[src/rtl/video_compositor_pkg.sv]
// Shared pixel types, base-layer modes and constants for the video compositor.
package video_pkg;

  typedef struct packed {
    logic [7:0] r;
    logic [7:0] g;
    logic [7:0] b;
  } rgb_t;

  typedef enum logic [1:0] {
    BASE_CAMERA  = 2'd0,
    BASE_GREY_HL = 2'd1,
    BASE_MASK    = 2'd2,
    BASE_BLACK   = 2'd3
  } base_mode_t;

  localparam int unsigned COMPOSITOR_LATENCY = 2;
  localparam rgb_t        RGB_BLACK          = '0;
  localparam rgb_t        RGB_WHITE          = '1;

endpackage

[src/rtl/video_compositor_blend_avg.sv]
// Combinational per-channel 50% average of two RGB pixels (9-bit sum, >>1).
module pixel_blend_avg
  import video_pkg::*;
(
  input  rgb_t a_in,
  input  rgb_t b_in,
  output rgb_t avg_out
);

  logic [8:0] sum_r;
  logic [8:0] sum_g;
  logic [8:0] sum_b;

  always_comb begin
    sum_r     = {1'b0, a_in.r} + {1'b0, b_in.r};
    sum_g     = {1'b0, a_in.g} + {1'b0, b_in.g};
    sum_b     = {1'b0, a_in.b} + {1'b0, b_in.b};
    avg_out.r = sum_r[8:1];
    avg_out.g = sum_g[8:1];
    avg_out.b = sum_b[8:1];
  end

endmodule

[src/rtl/video_compositor.sv]
// Two-stage base + keyed-overlay pixel compositor with frame-start shadowed config.
// Optional per-layer 50% blending is built when VIDEO_COMPOSITOR_BLEND_EN is defined.
module video_compositor
  import video_pkg::*;
#(
  parameter int unsigned        NUM_LAYERS    = 4,
  parameter int unsigned        PIXEL_W       = 24,
  parameter logic [PIXEL_W-1:0] HIGHLIGHT_RGB = 24'hFF77AA
) (
  input  logic                          clk_in,
  input  logic                          rst_in,
  input  logic                          frame_start_in,
  input  logic [1:0]                    mode_in,
  input  logic [NUM_LAYERS-1:0]         layer_en_in,
  input  logic [NUM_LAYERS-1:0]         blend_en_in,
  input  logic [PIXEL_W-1:0]            camera_pixel_in,
  input  logic [7:0]                    camera_y_in,
  input  logic                          thresholded_pixel_in,
  input  logic [NUM_LAYERS*PIXEL_W-1:0] layer_pixel_in,
  input  logic [NUM_LAYERS-1:0]         layer_key_in,
  input  logic                          active_in,
  input  logic                          hsync_in,
  input  logic                          vsync_in,
  output logic [PIXEL_W-1:0]            pixel_out,
  output logic                          active_out,
  output logic                          hsync_out,
  output logic                          vsync_out
);

  base_mode_t                    shadow_mode;
  logic [NUM_LAYERS-1:0]         shadow_en;
  base_mode_t                    eff_mode;
  logic [NUM_LAYERS-1:0]         eff_en;
  logic [PIXEL_W-1:0]            base_d;

  logic [PIXEL_W-1:0]            base_q;
  logic [NUM_LAYERS*PIXEL_W-1:0] layer_q;
  logic [NUM_LAYERS-1:0]         key_q;
  logic [2:0]                    tim_s1;

  logic [NUM_LAYERS:0][PIXEL_W-1:0] acc_chain;
  logic [PIXEL_W-1:0]            pixel_q;
  logic [2:0]                    tim_s2;

  // The frame-start pixel itself must already see the newly requested config.
  assign eff_mode = frame_start_in ? base_mode_t'(mode_in) : shadow_mode;
  assign eff_en   = frame_start_in ? layer_en_in : shadow_en;

  always_ff @(posedge clk_in) begin
    if (rst_in) begin
      shadow_mode <= BASE_CAMERA;
      shadow_en   <= '0;
    end else if (frame_start_in) begin
      shadow_mode <= eff_mode;
      shadow_en   <= eff_en;
    end
  end

  always_comb begin
    base_d = '0;
    unique case (eff_mode)
      BASE_CAMERA:  base_d = camera_pixel_in;
      BASE_GREY_HL: base_d = thresholded_pixel_in ? HIGHLIGHT_RGB : {3{camera_y_in}};
      BASE_MASK:    base_d = thresholded_pixel_in ? RGB_WHITE : RGB_BLACK;
      default:      base_d = RGB_BLACK;
    endcase
  end

`ifdef VIDEO_COMPOSITOR_BLEND_EN
  logic [NUM_LAYERS-1:0] shadow_blend;
  logic [NUM_LAYERS-1:0] eff_blend;
  logic [NUM_LAYERS-1:0] blend_q;

  assign eff_blend = frame_start_in ? blend_en_in : shadow_blend;

  always_ff @(posedge clk_in) begin
    if (rst_in) begin
      shadow_blend <= '0;
      blend_q      <= '0;
    end else begin
      if (frame_start_in) shadow_blend <= eff_blend;
      blend_q <= eff_blend;
    end
  end
`else
  logic unused_blend_en;
  assign unused_blend_en = ^blend_en_in;
`endif

  always_ff @(posedge clk_in) begin
    if (rst_in) begin
      base_q  <= '0;
      layer_q <= '0;
      key_q   <= '0;
      tim_s1  <= '0;
    end else begin
      base_q  <= base_d;
      layer_q <= layer_pixel_in;
      key_q   <= layer_key_in & eff_en;
      tim_s1  <= {active_in, hsync_in, vsync_in};
    end
  end

  // Priority chain from layer 0 upward, so the highest keyed index lands last.
  assign acc_chain[0] = base_q;

  for (genvar i = 0; i < NUM_LAYERS; i++) begin : g_layer
    logic [PIXEL_W-1:0] layer_px;
    assign layer_px = layer_q[i*PIXEL_W +: PIXEL_W];
`ifdef VIDEO_COMPOSITOR_BLEND_EN
    rgb_t avg_px;
    pixel_blend_avg u_avg (
      .a_in    (layer_px),
      .b_in    (acc_chain[i]),
      .avg_out (avg_px)
    );
    assign acc_chain[i+1] = !key_q[i] ? acc_chain[i] :
                            (blend_q[i] ? avg_px : layer_px);
`else
    assign acc_chain[i+1] = key_q[i] ? layer_px : acc_chain[i];
`endif
  end

  always_ff @(posedge clk_in) begin
    if (rst_in) begin
      pixel_q <= '0;
      tim_s2  <= '0;
    end else begin
      pixel_q <= tim_s1[2] ? acc_chain[NUM_LAYERS] : '0;
      tim_s2  <= tim_s1;
    end
  end

  assign pixel_out  = pixel_q;
  assign active_out = tim_s2[2];
  assign hsync_out  = tim_s2[1];
  assign vsync_out  = tim_s2[0];

endmodule
[config.mk]
export PLATFORM = sky130hd
export DESIGN_NAME = video_compositor
export DESIGN_NICKNAME = d
export VERILOG_FILES = /design/src/rtl/video_compositor_pkg.sv /design/src/rtl/video_compositor_blend_avg.sv /design/src/rtl/video_compositor.sv
export SDC_FILE = /design/constraint.sdc
export NUM_CORES = 1
export LEC_CHECK = 0
export ABC_CLOCK_PERIOD_IN_PS = 4300
export BUFFER_PORTS_ARGS = -buffer_cell sky130_fd_sc_hd__buf_4
export CORE_MARGIN = 2
export CORE_UTILIZATION = 34
export DETAILED_ROUTE_END_ITERATION = 8
export GPL_TIMING_DRIVEN = 0
export HOLD_SLACK_MARGIN = 0.02
export PLACE_DENSITY = 0.66
export RECOVER_POWER = 100
export SLEW_MARGIN = 20
export SYNTH_ARGS = -nofsm -noshare
export SYNTH_HDL_FRONTEND = slang
export SYNTH_SLANG_ARGS = --single-unit
[constraint.sdc]
create_clock -name clk_in -period 4.3 [get_ports clk_in]
set_input_delay 0.43 -clock clk_in [delete_from_list [all_inputs] [get_ports clk_in]]
set_output_delay 0.43 -clock clk_in [all_outputs]
set_load 0.005 [all_outputs]
==> flow_metrics.tcl, run 1 <==
set metrics [dict create \
    synthTopCellsByArea "dfxtp_1, nor2b_1, mux2_2" \
    end_kind "flop" \
    combPwrFrac 0.107 \
    num_rows 47 \
    ant_nets 0 \
    diodes 0 \
    synth_edf_count 0 \
    slowest_delay_ns 0.45 \
    power_density_mw_per_mm2 434 \
    cts_max_level 4 \
    initial_core_util 0.348 \
    finClkSkew_ns 0.0150 \
    crit_fanout 10 \
    setup_slack_ns 2.31 \
    top_layer_used "met4" \
    synth_warnings 0 \
    sequentialPowerShare 0.461 \
    die_h_microns 135 \
    dr.first_iter.drc_count 219 \
    postCtsSetupBuffers 0 \
    final.period_utilization 0.463 \
    yosysTopAreaCellShare 0.553 \
    cts_root_buf "clkbuf_16" \
    max_slew.worst_pin.slew_ns 0.628 \
    grtUsageTotal 0.179 \
    ys_ff_latch 160 \
    place_hpwl_microns 12400 \
    place_ws_ns 2.11 \
    relSlewSlack 0.582 \
    die_x_microns 135 \
    crit_path_start_kind "flop" \
    p_sw_frac 0.219 \
    vdd_ir_drop_max_v 0.000255 \
    vias 4490 \
    viasPerCell 4.55 \
    r2r_cells 5 \
    cts_resized 0 \
    grt_pass1_vias 4492 \
    die-area_sq_mm 0.0181 \
    portBuffers 171 \
    place.gp.congestion 0.874 \
    hold_depth 2 \
    syn_to_final_growth_pct 36.5 \
    cts-buffers-inserted 17 \
    routed_wl_microns 15600 \
    hold_violations 0 \
    crit_arrival_ns 2.24 \
    netlist_area_sq_mm 0.00580 \
    rsz0062_at_grt "false" \
    seq_area_frac_synth 0.553 \
    outcome "finished clean" \
    synth_cells 565 \
    syn_nets 714 \
    io_pins 176 \
    drt-met1-wl_microns 7470 \
    synth_cell_types 30 \
    p_total_mw 3.44 \
    drc_errors 0 \
    tns_ns 0 \
    crit_slowest_cell "nor3_1" \
    cts_hold_buf 0 \
    async_reset_ff_frac 0 \
    leakage_nw 3.28 \
    drt_pre_antenna_iters 5 \
    finalNetCount 904 \
    wl_met2_microns 6840 \
    critPathKind "flop to flop" \
    wl_per_cell_microns 15.8 \
    cts_tree "built" \
    power.switching_mw 0.751 \
    antenna_found_initial 1 \
    core_sq_mm 0.0166 \
    cts.clk_slew.worst_paths_ns 0.06 \
    cpMostUsedCell "clkbuf_1" \
    n_fill_cell 1598 \
    numClockSinks 160 \
    postSynthAreaPerCell_sq_um 10.3 \
    crit_chain "or3_1, clkbuf_1, clkbuf_1, a21oi_1, nor3_1" \
    synth_flop_cell "dfxtp_1" \
    wl_met3_microns 1090 \
    cts_max_path_buffers 2 \
    drive_gt1_frac 0.302 \
    drv_slew 0 \
    layout_min_cycle_time_ns 1.99 \
    hp-class "primary input to flop" \
    p_int_mw 2.69 \
    clk-insertion-delay-late_ns 0.41 \
    p_clk_frac 0.432 \
    setup_viol 0 \
    grt_pass1_wl_microns 24400 \
    grt_max_degree 17 \
    drv_cap 0 \
    synth_top_cell_by_area "dfxtp_1" \
    regToRegSetupSlack_ns 2.31 \
    overflow 0 \
    max_freq_ghz 0.503 \
    crit_required_ns 4.55 \
]
path summary, 6_finish.rpt:
kind,from,endpoint
setup / recovery,shadow_mode[1],base_q[8]
hold / removal,layer_key_in[0],key_q[0]
setup reg to reg,shadow_mode[1],base_q[8]
hold reg to reg,tim_s1[0],tim_s2[0]
per-stage QoR:
| step | cells | utilization | hold slack [ns] | area (sq um) |
|---|---|---|---|---|
| floorplan | 565 | - | 0.414 | 5800 |
| global placement | 956 | 0.442 | 0.440 | 7350 |
| detailed placement | 956 | 0.442 | 0.437 | 7350 |
| CTS | 987 | 0.477 | 0.209 | 7940 |
| global route | 987 | 0.475 | 0.216 | 7910 |
| finish | 987 | 0.475 | 0.218 | 7910 |
synth_stat cells (3+ instances only):
cell / number
a21oi_1: 41
a221oi_1: 31
and2_1: 5
buf_2: 7
buf_6: 3
clkbuf_1: 33
dfxtp_1: 160
inv_1: 30
mux2_2: 25
mux2i_1: 11
nand2_1: 3
nand2b_1: 40
nor2_1: 6
nor2b_1: 108
nor3_1: 16
o211ai_1: 25
o21ai_0: 6
cell type report:
cell class              count  area, sq um  share of cell area
clock inverters            10          136              0.0172
repair buffers            171         1280               0.161
multi-input cells         331         2270               0.287
flip-flops and latches    160         3200               0.405
well taps                 220          275              0.0348
clock buffers              21          450              0.0569
plain buffers              44          189              0.0239
inverters                  30          113              0.0142
routing by layer:
| metal | global-route usage | vias up |
|---|---|---|
| li1 | - | 2287 |
| met1 | 0.247 | 2032 |
| met2 | 0.273 | 159 |
| met3 | 0.0514 | 12 |
| met4 | 0.0532 | 0 |
| met5 | 0 | - |
cells by family (layout without fill, tap and decap cells):
kind of cell | Yosys count | in the layout | share of synthesized area
AO/OA/AOI/OAI | 109 | 109 | 0.130
multiplexers | 36 | 36 | 0.0676
flip-flops | 160 | 160 | 0.553
AND/OR/NAND/NOR | 186 | 186 | 0.196
buffers and inverters | 74 | 276 | 0.0533
cell usage in the layout, fill, tap and decap left out, drive strengths merged:
cell,instances
nand2b,40
a221oi,31
nor3,17
mux2,25
and3b,1
and2,5
inv,31
or3b,1
o211ai,25
bufinv,3
and3,1
a2111oi,1
a211o,2
clkinv,3
nor2,6
dfxtp,160
clkbuf,84
mux2i,11
nor2b,108
a21oi,41
nand3b,1
a32oi,1
buf,152
o21ai,6
a311oi,1
clkinvlp,3
nand2,3
or4,1
a32o,1
or3,2
worst max-delay path, delay by kind of cell (launching register included):
kind            cells  cell delay (ns)
buf+inv             2             0.67
compound gates      1             0.14
flops               1             0.43
simple gates        2             0.59
power groups by stage:
stage          sequential, mW  combinational (mW)  clock [mW]
2_1_floorplan            1.61               0.187           0
3_3_place_gp             1.62               0.371           0
3_5_place_dp             1.62               0.373           0
4_1_cts                  1.59               0.375        1.52
5_1_grt                  1.59               0.403        1.59
6_report                 1.59               0.366        1.49
state kept, by name, indices dropped and copies added, names as in the netlist:
register / cells
shadow_en: 4
base_q: 24
shadow_mode: 2
layer_q: 96
pixel_out: 24
tim_s2: 3
key_q: 4
tim_s1: 3
Note: power is estimated with default switching activity, not from simulation.
==> inputs of run 2 (changes only) <==
--- a/config.mk
+++ b/config.mk
@@ -5,7 +5,7 @@
 export SDC_FILE = /design/constraint.sdc
 export NUM_CORES = 1
 export LEC_CHECK = 0
-export ABC_CLOCK_PERIOD_IN_PS = 4300
+export ABC_CLOCK_PERIOD_IN_PS = 2000
 export BUFFER_PORTS_ARGS = -buffer_cell sky130_fd_sc_hd__buf_4
 export CORE_MARGIN = 2
 export CORE_UTILIZATION = 34
==> constraint.sdc (replaced) <==
create_clock -name clk_in -period 2 [get_ports clk_in]
set_input_delay 0.2 -clock clk_in [delete_from_list [all_inputs] [get_ports clk_in]]
set_output_delay 0.2 -clock clk_in [all_outputs]
set_load 0.005 [all_outputs]
==> flow_metrics.tcl, run 2 (synthesized netlist as in run 1, its figures left out) <==
set metrics [dict create \
    overflow 0 \
    final.period_utilization 0.948 \
    crit_required_ns 2.24 \
    die-area_sq_mm 0.0181 \
    end_kind "flop" \
    clk-insertion-delay-late_ns 0.41 \
    power.switching_mw 1.66 \
    largest_reg_flops 96 \
    dr.first_iter.drc_count 261 \
    io_pins 176 \
    final_cell_mix "dfxtp_1, buf_4, nor2b_1, dlygate4sd3_1, a21oi_1" \
    numClockSinks 160 \
    crit_family "buffers and inverters" \
    cts_tree "built" \
    largest-register "layer_q" \
    tns_ns 0 \
    sequentialPowerShare 0.452 \
    hp-class "primary input to flop" \
    core_sq_mm 0.0166 \
    place.gp.congestion 0.874 \
    power_density_mw_per_mm2 855 \
    die_x_microns 135 \
    max_freq_ghz 0.527 \
    n_fill_cell 1497 \
    cts_max_path_buffers 2 \
    slowest_delay_ns 0.45 \
    whs_ns 0.0317 \
    setup_viol 0 \
    dpl-instance-area_sq_mm 0.00735 \
    ant_nets 0 \
    num_rows 47 \
    cts_root_buf "clkbuf_16" \
    hold_violations 0 \
    die_h_microns 135 \
    finalNetCount 996 \
    p_int_mw 5.89 \
    vdd_ir_drop_max_v 0.000549 \
    crit_chain "or3_1, clkbuf_1, clkbuf_2, a21oi_1, nor3_1" \
    antenna_found_initial 0 \
    grt_pass1_vias 4992 \
    rsz0062_at_grt "false" \
    drt_pre_antenna_iters 5 \
    vias 4837 \
    layout_min_cycle_time_ns 1.90 \
    initial_core_util 0.348 \
    leakage_nw 3.66 \
    wl_per_cell_microns 15.6 \
    mostFrequentLayoutCell "dfxtp_1" \
    postLayoutCellArea_sq_mm 0.00883 \
    p_clk_frac 0.423 \
    syn_to_final_growth_pct 52.4 \
    finClkSkew_ns 0.00985 \
    combPwrFrac 0.125 \
    grtUsageTotal 0.192 \
    crit_fanout 10 \
    grt_max_degree 17 \
    drive_gt1_frac 0.271 \
    outcome "finished clean" \
    diodes 0 \
    relSlewSlack 0.583 \
    cts_max_level 4 \
    cts.clk_slew.worst_paths_ns 0.06 \
    portBuffers 171 \
    viasPerCell 4.48 \
    crit_arrival_ns 2.14 \
    drv_cap 0 \
    drv_slew 0 \
    drc_errors 0 \
    critPathKind "flop to flop" \
    crit_slowest_cell "nor3_1" \
    p_sw_frac 0.219 \
    place_hpwl_microns 12400 \
    crit_buf_inv 2 \
    fin_util 0.531 \
    routed_wl_microns 16800 \
    max_slew.worst_pin.slew_ns 0.625 \
    crit_path_start_kind "flop" \
    grt_pass1_wl_microns 26500 \
    cts-buffers-inserted 17 \
]
run 2: timing repair:
action,in CTS,in global routing
setup endpoints to repair,1,1
setup buffers,0,0
endpoints found under the hold margin,92,0
pin swaps,0,0
hold buffers,92,0
resized for setup,1,2
run 2: power groups by stage:
stage	sequential [mW]	clock (mW)	combinational, mW
final	3.41	3.20	0.943
after detailed placement	3.48	0	0.802
after floorplan	3.47	0	0.402
after global routing	3.42	3.41	1.03
after CTS	3.41	3.27	0.954
after global placement	3.48	0	0.799
run 2: final cells by class:
| class | count | area, sq um | share of cell area |
|---|---|---|---|
| clock inverters | 10 | 136 | 0.0154 |
| multi-input cells | 331 | 2270 | 0.257 |
| well taps | 220 | 275 | 0.0312 |
| inverters | 30 | 113 | 0.0127 |
| flip-flops and latches | 160 | 3200 | 0.363 |
| repair buffers | 263 | 2190 | 0.248 |
| clock buffers | 21 | 450 | 0.0510 |
| plain buffers | 44 | 190 | 0.0215 |
run 2: worst paths after layout:
path | start | endpoint | slack (ns) | cells after the start
max | shadow_mode[1] | base_q[8] | 0.10 | 5
min | layer_pixel_in[16] | layer_q[16] | 0.03 | 2
min reg2reg | tim_s1[0] | tim_s2[0] | 0.44 | 1
max reg2reg | shadow_mode[1] | base_q[8] | 0.10 | 5
run 2: per-stage QoR:
step                std cells  setup slack, ns  power, mW
floorplan                 565            0.601       3.87
global placement          956           0.0243       4.28
detailed placement        956           0.0104       4.28
CTS                      1079            0.106       7.64
global route             1079           0.0524       7.86
finish                   1079            0.104       7.55
run 2: metal layers:
metal | track usage | up-vias | wire (microns) | share of wire
li1 | - | 2474 | - | -
met1 | 0.259 | 2183 | 7840 | 0.47
met2 | 0.310 | 165 | 7640 | 0.45
met3 | 0.0420 | 15 | 1060 | 0.063
met4 | 0.0579 | 0 | 280 | 0.017
met5 | 0 | - | 0 | 0
==> inputs of run 3 (changes only) <==
--- a/config.mk
+++ b/config.mk
@@ -7,6 +7,7 @@
 export LEC_CHECK = 0
 export ABC_CLOCK_PERIOD_IN_PS = 2000
 export BUFFER_PORTS_ARGS = -buffer_cell sky130_fd_sc_hd__buf_4
+export CORE_ASPECT_RATIO = 0.75
 export CORE_MARGIN = 2
 export CORE_UTILIZATION = 34
 export DETAILED_ROUTE_END_ITERATION = 8
@@ -14,7 +15,6 @@
 export HOLD_SLACK_MARGIN = 0.02
 export PLACE_DENSITY = 0.66
 export RECOVER_POWER = 100
-export SLEW_MARGIN = 20
 export SYNTH_ARGS = -nofsm -noshare
 export SYNTH_HDL_FRONTEND = slang
 export SYNTH_SLANG_ARGS = --single-unit
==> constraint.sdc (replaced) <==
create_clock -name clk_in -period 2 [get_ports clk_in]
set_input_delay 0.1 -clock clk_in [delete_from_list [all_inputs] [get_ports clk_in]]
set_output_delay 0.1 -clock clk_in [all_outputs]
set_load 0.005 [all_outputs]
==> flow_metrics.tcl, run 3 (synthesized netlist as in run 1, its figures left out) <==
set metrics [dict create \
    outcome "finished clean" \
    die_h_microns 117 \
    place_ws_ns 0.101 \
    cts_max_level 4 \
    finClkSkew_ns 0.00773 \
    crit_required_ns 2.28 \
    tns_ns 0 \
    postCtsSetupBuffers 0 \
    hold_violations 0 \
    gr-usage-met1 0.262 \
    numClockSinks 160 \
    wl_per_cell_microns 16.3 \
    met3_usage 0.0453 \
    dpl.cell_count 951 \
    n_fill_cell 1494 \
    drv_cap 0 \
    num_rows 41 \
    leakage_nw 3.76 \
    cts-buffers-inserted 17 \
    largest-register "layer_q" \
    die_x_microns 155 \
    final_cell_mix "dfxtp_1, buf_4, dlygate4sd3_1, nor2b_1, clkbuf_1" \
    place.gp.congestion 0.860 \
    cts_tree "built" \
    grtUsageTotal 0.201 \
    cts_resized 0 \
    sequentialPowerShare 0.447 \
    combPwrFrac 0.128 \
    viasPerCell 4.66 \
    portBuffers 171 \
    p_int_mw 5.88 \
    max_slew.worst_pin.slew_ns 0.655 \
    crit_arrival_ns 2.17 \
    crit_fanout 10 \
    final.period_utilization 0.946 \
    clk-insertion-delay-late_ns 0.41 \
    ff_latch_area_sq_mm 0.00320 \
    finalNetCount 1022 \
    antenna_found_initial 0 \
    rsz0062_at_grt "false" \
    p_sw_frac 0.230 \
    grt_pass1_wl_microns 27300 \
    grtUsageMet2 0.341 \
    io_pins 176 \
    cts.clk_slew.worst_paths_ns 0.06 \
    vdd_ir_drop_max_v 0.000512 \
    layout_min_cycle_time_ns 1.89 \
    finalNonFillerCells 1101 \
    drt_pre_antenna_iters 5 \
    ant_nets 0 \
    grt_max_degree 17 \
    grt_pass1_vias 5251 \
    hp-class "primary input to flop" \
    setup_slack_ns 0.107 \
    end_kind "flop" \
    multi_input_area_sq_mm 0.00227 \
    die-area_sq_mm 0.0181 \
    power_density_mw_per_mm2 841 \
    routed_wl_microns 18000 \
    drive_gt1_frac 0.262 \
    power.switching_mw 1.76 \
    initial_core_util 0.345 \
    critPathKind "flop to flop" \
    place_hpwl_microns 12400 \
    drv_slew 0 \
    dr.first_iter.drc_count 290 \
    grt-busiest-layer "met2" \
    vias 5130 \
    drc_errors 0 \
    overflow 0 \
    largest_reg_flops 96 \
    p_clk_frac 0.425 \
    crit_path_start_kind "flop" \
    syn_to_final_growth_pct 56.9 \
    cts_root_buf "clkbuf_16" \
    max_freq_ghz 0.528 \
    cts_max_path_buffers 2 \
    setup_viol 0 \
    diodes 0 \
    core_sq_mm 0.0168 \
    relSlewSlack 0.563 \
    mostFrequentLayoutCell "dfxtp_1" \
]
run 3: cell types whose count changed in the layout (fill, tap and decap cells not counted), sizes merged:
cell | previous run | this run
clkinv | 3 | 5
bufinv | 3 | 2
clkbuf | 86 | 90
dlygate4sd3 | 92 | 118
buf | 150 | 146
run 3: timing repair:
| action | in CTS | in global routing |
|---|---|---|
| endpoints found under the setup margin | 0 | 0 |
| hold buffers | 117 | 1 |
| hold endpoints to repair | 117 | 1 |
run 3: layout make-up:
| type | instances | area share |
|---|---|---|
| multi-input cells | 331 | 0.250 |
| repair buffers | 289 | 0.269 |
| flip-flops and latches | 160 | 0.352 |
| plain buffers | 44 | 0.0208 |
| clock inverters | 11 | 0.0145 |
| inverters | 30 | 0.0124 |
| clock buffers | 21 | 0.0517 |
| well taps | 215 | 0.0296 |
run 3: layer usage:
| metal | up-vias | part of all wire |
|---|---|---|
| met5 | - | 0 |
| li1 | 2534 | - |
| met4 | 0 | 0.014 |
| met3 | 22 | 0.054 |
| met1 | 2394 | 0.47 |
| met2 | 180 | 0.46 |
run 3: final timing paths:
check	start	to	slack, ns	cells after the start
worst max register to register	shadow_mode[1]	base_q[19]	0.11	5
worst min-delay path	camera_pixel_in[4]	base_q[4]	0.03	3
worst max-delay path	shadow_mode[1]	base_q[19]	0.11	5
worst min register to register	tim_s1[0]	tim_s2[0]	0.44	1
run 3: through the flow:
stage          total power, mW  hold slack (ns)  utilization  instance area, sq um
6_report                  7.64           0.0282        0.542                  9090
5_1_grt                   7.94           0.0238        0.542                  9090
4_1_cts                   7.69           0.0226        0.544                  9120
2_1_floorplan             3.87            0.222            -                  5800
3_5_place_dp              4.28            0.316        0.438                  7350
3_3_place_gp              4.28            0.312        0.438                  7350
run 3: critical path, cell delays in order (launching register included):
cell and delay (ns):
dfxtp_1 0.44, or3_1 0.14, clkbuf_1 0.29, clkbuf_1 0.39, a21oi_1 0.13, nor3_1 0.36
run 3: power by group through the flow:
stage / registers (mW) / clock network [mW] / logic (mW)
2_1_floorplan: 3.47 / 0 / 0.402
4_1_cts: 3.41 / 3.29 / 0.986
6_report: 3.41 / 3.25 / 0.982
3_3_place_gp: 3.48 / 0 / 0.796
3_5_place_dp: 3.48 / 0 / 0.798
5_1_grt: 3.43 / 3.45 / 1.06
